===== src/rtl/riscv_pkg.sv =====
// Shared core definitions for the register-file write arbiter.
//   XLEN       : data path width
//   REG_ADDR_W : register index width
//   NUM_REGS   : architectural register count (x0..x31)
//   arb_state_t: write-port arbiter FSM state
package riscv_pkg;

  localparam int XLEN       = 32;
  localparam int REG_ADDR_W = 5;
  localparam int NUM_REGS   = 1 << REG_ADDR_W;

  // IDLE : no mul/div result pending
  // WAIT : a mul/div result to a real register is being denied
  // FORCE: the denied result has waited its limit and takes the port now
  typedef enum logic [1:0] {
    IDLE  = 2'd0,
    WAIT  = 2'd1,
    FORCE = 2'd2
  } arb_state_t;

endpackage


===== src/rtl/reg_scoreboard.sv =====
// Per-register busy vector for outstanding mul/div results.
//   clk, rst          : clock, synchronous active-high reset (clears all bits)
//   set_en / set_idx  : mark a register busy (mul/div dispatched)
//   clr_en / clr_idx  : mark a register free (mul/div result written)
//   rs1, rs2, rd      : decode-stage indices to look up
//   busy              : registered busy vector, bit 0 always 0
//   hazard            : any looked-up index is busy (from the current vector)
module reg_scoreboard
  import riscv_pkg::*;
(
  input  logic                  clk,
  input  logic                  rst,
  input  logic                  set_en,
  input  logic [REG_ADDR_W-1:0] set_idx,
  input  logic                  clr_en,
  input  logic [REG_ADDR_W-1:0] clr_idx,
  input  logic [REG_ADDR_W-1:0] rs1,
  input  logic [REG_ADDR_W-1:0] rs2,
  input  logic [REG_ADDR_W-1:0] rd,
  output logic [NUM_REGS-1:0]   busy,
  output logic                  hazard
);

  logic [NUM_REGS-1:0] busy_q;
  logic [NUM_REGS-1:0] busy_d;

  genvar gi;
  generate
    for (gi = 0; gi < NUM_REGS; gi++) begin : g_bit
      if (gi == 0) begin : g_zero
        // x0 is never written, so it can never be outstanding.
        assign busy_d[gi] = 1'b0;
      end else begin : g_reg
        logic set_hit;
        logic clr_hit;
        assign set_hit    = set_en && (set_idx == REG_ADDR_W'(gi));
        assign clr_hit    = clr_en && (clr_idx == REG_ADDR_W'(gi));
        // A re-dispatch to the register retiring this cycle keeps it busy.
        assign busy_d[gi] = set_hit | (busy_q[gi] & ~clr_hit);
      end
    end
  endgenerate

  always_ff @(posedge clk) begin
    if (rst) begin
      busy_q <= '0;
    end else begin
      busy_q <= busy_d;
    end
  end

  assign busy   = busy_q;
  assign hazard = busy_q[rs1] | busy_q[rs2] | busy_q[rd];

endmodule


===== src/rtl/regfile_write_arbiter.sv =====
// Shares the register file write port between the writeback stage
// (priority) and the multi-cycle mul/div unit, with anti-starvation and a
// scoreboard of outstanding mul/div destinations.
//   MAX_WAIT          : denied cycles a mul/div result may wait (1..15)
//   clk, rst          : clock, synchronous active-high reset
//   wb_rd/wb_data     : writeback request (wb_rd = 0 means no write)
//   wb_ready          : 0 = writeback held off this cycle
//   md_valid/md_rd/md_data, md_ready : mul/div result handshake
//   md_issue/md_issue_rd : mul/div dispatch, marks destination busy
//   dec_rs1/rs2/rd, dec_hazard       : decode hazard lookup
//   rf_busy           : scoreboard vector
//   rf_wr/rf_wr_data  : register file write port (rf_wr = 0 means no write)
module regfile_write_arbiter
  import riscv_pkg::*;
#(
  parameter int MAX_WAIT = 4
) (
  input  logic                  clk,
  input  logic                  rst,
  input  logic [REG_ADDR_W-1:0] wb_rd,
  input  logic [XLEN-1:0]       wb_data,
  output logic                  wb_ready,
  input  logic                  md_valid,
  input  logic [REG_ADDR_W-1:0] md_rd,
  input  logic [XLEN-1:0]       md_data,
  output logic                  md_ready,
  input  logic                  md_issue,
  input  logic [REG_ADDR_W-1:0] md_issue_rd,
  input  logic [REG_ADDR_W-1:0] dec_rs1,
  input  logic [REG_ADDR_W-1:0] dec_rs2,
  input  logic [REG_ADDR_W-1:0] dec_rd,
  output logic                  dec_hazard,
  output logic [NUM_REGS-1:0]   rf_busy,
  output logic [REG_ADDR_W-1:0] rf_wr,
  output logic [XLEN-1:0]       rf_wr_data
);

  localparam logic [3:0] MAX_CNT = 4'(MAX_WAIT);

  arb_state_t state_q, state_d;
  logic [3:0] cnt_q, cnt_d, cnt_inc;
  logic       md_real, md_zero, wb_req;
  logic       force_grant, md_grant, wb_grant;
  logic       sb_hazard;

  // Grant and port mux. All outputs are forced to their idle values while
  // rst is high so nothing reaches the register file during reset.
  always_comb begin
    md_zero     = md_valid && (md_rd == '0);
    md_real     = md_valid && (md_rd != '0);
    wb_req      = (wb_rd != '0);
    force_grant = (state_q == FORCE) && md_real;
    md_grant    = !rst && md_real && (force_grant || !wb_req);
    wb_grant    = !rst && wb_req && !force_grant;
    // x0 results are swallowed immediately without using the port.
    md_ready    = md_grant || (!rst && md_zero);
    wb_ready    = rst || !(force_grant && wb_req);

    rf_wr      = '0;
    rf_wr_data = '0;
    if (md_grant) begin
      rf_wr      = md_rd;
      rf_wr_data = md_data;
    end else if (wb_grant) begin
      rf_wr      = wb_rd;
      rf_wr_data = wb_data;
    end
  end

  assign cnt_inc = (cnt_q >= MAX_CNT) ? MAX_CNT : cnt_q + 4'd1;

  // Next state. Any cycle that is not a denial (handshake, no result, x0
  // result, or a result that vanished) returns to IDLE with a clear counter.
  always_comb begin
    state_d = IDLE;
    cnt_d   = '0;
    unique case (state_q)
      IDLE, WAIT: begin
        if (md_real && !md_grant) begin
          cnt_d   = cnt_inc;
          // Entering FORCE as the counter reaches the limit makes the grant
          // land in cycle MAX_WAIT+1 of the wait.
          state_d = (cnt_inc == MAX_CNT) ? FORCE : WAIT;
        end
      end
      FORCE: begin
        // The pending result is granted here unconditionally.
      end
      default: begin
      end
    endcase
  end

  always_ff @(posedge clk) begin
    if (rst) begin
      state_q <= IDLE;
      cnt_q   <= '0;
    end else begin
      state_q <= state_d;
      cnt_q   <= cnt_d;
    end
  end

  reg_scoreboard u_scoreboard (
    .clk     (clk),
    .rst     (rst),
    .set_en  (md_issue && (md_issue_rd != '0)),
    .set_idx (md_issue_rd),
    .clr_en  (md_valid && md_ready),
    .clr_idx (md_rd),
    .rs1     (dec_rs1),
    .rs2     (dec_rs2),
    .rd      (dec_rd),
    .busy    (rf_busy),
    .hazard  (sb_hazard)
  );

  assign dec_hazard = !rst && sb_hazard;

endmodule

===== config.mk =====
export PLATFORM = sky130hd
export DESIGN_NAME = regfile_write_arbiter
export DESIGN_NICKNAME = d
export VERILOG_FILES = /design/src/rtl/riscv_pkg.sv /design/src/rtl/reg_scoreboard.sv /design/src/rtl/regfile_write_arbiter.sv
export SDC_FILE = /design/constraint.sdc
export NUM_CORES = 1
export LEC_CHECK = 0
export CORE_ASPECT_RATIO = 1.25
export CORE_MARGIN = 3
export CORE_UTILIZATION = 40
export CTS_CLUSTER_SIZE = 28
export DETAILED_ROUTE_END_ITERATION = 6
export GPL_ROUTABILITY_DRIVEN = 0
export PLACE_DENSITY_LB_ADDON = 0.15
export SLEW_MARGIN = 20
export SYNTH_ARGS = -nofsm -noshare
export SYNTH_HDL_FRONTEND = slang
export SYNTH_HIERARCHICAL = 1
export SYNTH_SLANG_ARGS = --single-unit

===== constraint.sdc =====
create_clock -name clk -period 5.47 [get_ports clk]
set_input_delay 0.8205 -clock clk [delete_from_list [all_inputs] [get_ports clk]]
set_output_delay 0.8205 -clock clk [all_outputs]
set_load 0.01 [all_outputs]

==> run metrics <==
Inserted Diodes=0; top_reg_cell synth=dfxtp_1; area leader, netlist=dfxtp_1; Synth Area in Simple Gates=23.8%; outcome=complete, no violations; total of max-cap violations=0; io pins=170; Synth Warn #=6; clk sinks=37; CP max-delay cell=clkdlybuf4s50_1; worst skew pair latency=0.28 ns; vias in the first global route=3,332; worst reg2reg path depth=7; synth top area cells=dfxtp_1, mux4_2, a22o_1; CTS tree=built; Routed Antenna Nets=0; Compound-Gate Fraction of Synth Area=26.4%; initial antenna violation count=0; CP max stage delay=0.85 ns; GRT Total Usage=27.4%; P&R area growth vs syn=59.0%; critical path class=in -> out; final net count=591; Clock Skews=0.00281 ns; Clock Pin Slew Worst Setup and Hold Paths=0.07 ns; critical path peak fanout=12; hold path start=cnt_q[3]$_SDFF_PP0_; Worst slew margin=58.4%; post-CTS sizing=0; Final Hold Fails=0; chip height=102 um; DR iter-0 viols=267; library cells used by synthesis=49; maximum VDD drop=0.140 mV; Tmin final=4.23 ns; RSZ-0062 raised after global routing=false; actual slew at the worst max-slew pin=0.619 ns; cells after synthesis=337; main combinational cell family by area after synthesis=compound AO/OA/AOI/OAI gates; Die Footprint=8400 um2; post-route cell area=4660 um2; Residual DRC=0; Initial Util=41.5%; first-pass GRT wire length=17.6 mm; Post-synth EDFFs=0; core box area=7060 um2; mux contribution to synthesized area=17.5%; Vias/cell=6.03; FFs w/ async S/R, synth=0%; cell area after synthesis=2930 um2; gr ovfl total=0; pwr/cell area=151 nW/um2; final setup fails=0; largest net degree at the start of global routing=36; Arrival @ worst endpoint=3.41 ns; Worst Path Required=4.65 ns; Die W=82.6 um; crit-path cells=clkdlybuf4s50_1, mux2_2, o22ai_1, nor4b_1, nor4b_1, nand4_1, nor2b_1, clkdlybuf4s50_1; Place WS=1.28 ns; hpwl dp=9.45 mm; Post-Route WL=11.9 mm; leak pwr=0.00159 uW; RR Startpoint=state_q[1]$_SDFF_PP0_; buffers added on ports=168; largest buffer count on any clock path=2; share of cells above drive strength 1=8.54%; Final WS setup=1.24 ns; post-DR wirelength/cell=20.4 um; flop2flop setup slack=3.53 ns; syn nets=436; Hold WS=0.494 ns; H-tree Lvls=2; final worst path period share=77.3%; TNS Setup=0 ns; Final Max Slew Viols=0; crit start category=input port; dpl cell area=4580 um2; Worst Hold Depth=1; top cell type's share of synthesized area=25.3%; DR vias=3,510; Root Driver=clkbuf_8; CP bufs+invs=2; Mean Syn Cell Area=8.70 um2; Hold Path End=cnt_q[0]$_SDFF_PP0_; post-CTS setup buffers=0; CP endpoint kind=primary output; total CTS buffers=5; r2r endpoint=u_scoreboard/busy[15]$_SDFF_PP0_; Yosys reg bits=37; Crit path max-delay family=buffers and inverters; Crit path depth=8; fraction of the mapped netlist area in adder cells=0.427%; DRT Pass-1 Iters=5; Hold WC Path Type=reg -> reg; post-synthesis xor/xnor area fraction=0%; Max Fclk=0.237 GHz; register area share after synthesis=25.3%; hold_buf cts=0; row count=34
## registers in the layout, summed over array words and instances, names as in the netlist
| name | cells |
|---|---|
| cnt_q | 4 |
| u_scoreboard/busy | 31 |
| state_q | 2 |
## layout by cell type, fill, tap and decap left out, types with 14 or more instances in the layout
cell type / instances
o21ai_0: 32
nand3_1: 14
clkdlybuf4s50_1: 168
nor2_1: 16
nand2_1: 37
a22o_1: 37
a21oi_1: 34
dfxtp_1: 37
mux4_2: 15
nor2b_1: 15
## routing by layer
metal / track usage [%] / routed length (um) / vias up
li1: - / - / 1602
met5: 0 / 0 / -
met4: 8.30 / 310 / 0
met1: 33.4 / 4450 / 1649
met3: 4.89 / 1170 / 33
met2: 48.6 / 5930 / 226
## worst reg2reg max path: stages, from the launching register on
cell,delay (ns)
dfxtp_1,0.34
nor2b_1,0.18
a21oi_1,0.12
a21oi_1,0.35
nor2b_1,0.30
nand3_1,0.22
o21ai_0,0.22
a21oi_1,0.09
## cells in the mapped netlist (2+ instances only)
master	count
a2111oi_0	3
a21oi_1	34
a221oi_1	2
a22o_1	37
buf_2	4
buf_4	2
buf_6	7
clkbuf_1	7
clkbuf_8	3
conb_1	2
dfxtp_1	37
inv_1	2
mux2_2	7
mux2i_1	7
mux4_2	15
nand2_1	37
nand2b_1	6
nand3_1	14
nand3b_1	2
nand4_1	3
nand4b_1	3
nor2_1	16
nor2b_1	16
nor3_1	7
nor3_2	2
nor3b_1	4
nor4b_1	3
o21ai_0	32
o22ai_1	3
## power by group
group,internal (uW),switching (uW),total (uW),leakage [uW]
clock,99.9,90.5,190,0.0000443
combinational,140,95.7,235,0.00124
sequential,274,6.44,281,0.000299
total,514,193,706,0.00159
## logic make-up (layout without fill, tap and decap cells)
logic type,after synthesis,count (layout)
adder cells (fa/ha/maj),1,1
other,2,2
flip-flops,37,37
multiplexers,30,30
AO/OA/AOI/OAI,117,117
buffers and inverters,25,180
AND/OR/NAND/NOR,125,125
## cell type report
| cell class | instances | area [um2] |
|---|---|---|
| inverter | 2 | 7.51 |
| fill | 605 | 2400 |
| multi-input combinational | 275 | 2010 |
| clock buffer | 7 | 86.3 |
| timing repair buffer | 171 | 1700 |
| sequential | 37 | 741 |
| tap | 90 | 113 |
## worst max path at each step
stage,start,to,slack (ns)
after global routing,dec_rs2[0],dec_hazard,1.14
after detailed placement,dec_rs2[1],dec_hazard,1.28
after floorplan,dec_rd[0],dec_hazard,2.55
after CTS,dec_rs2[1],dec_hazard,1.27
after global placement,dec_rs1[0],dec_hazard,1.33
final,dec_rs2[1],dec_hazard,1.24
## per-stage QoR
step	total power (uW)	instances	utilization (%)
finish	706	582	66.0
global route	734	582	66.0
CTS	709	582	66.0
detailed placement	521	575	64.8
global placement	516	575	64.8
floorplan	387	337	-
Note: power is estimated with default switching activity, not from simulation.
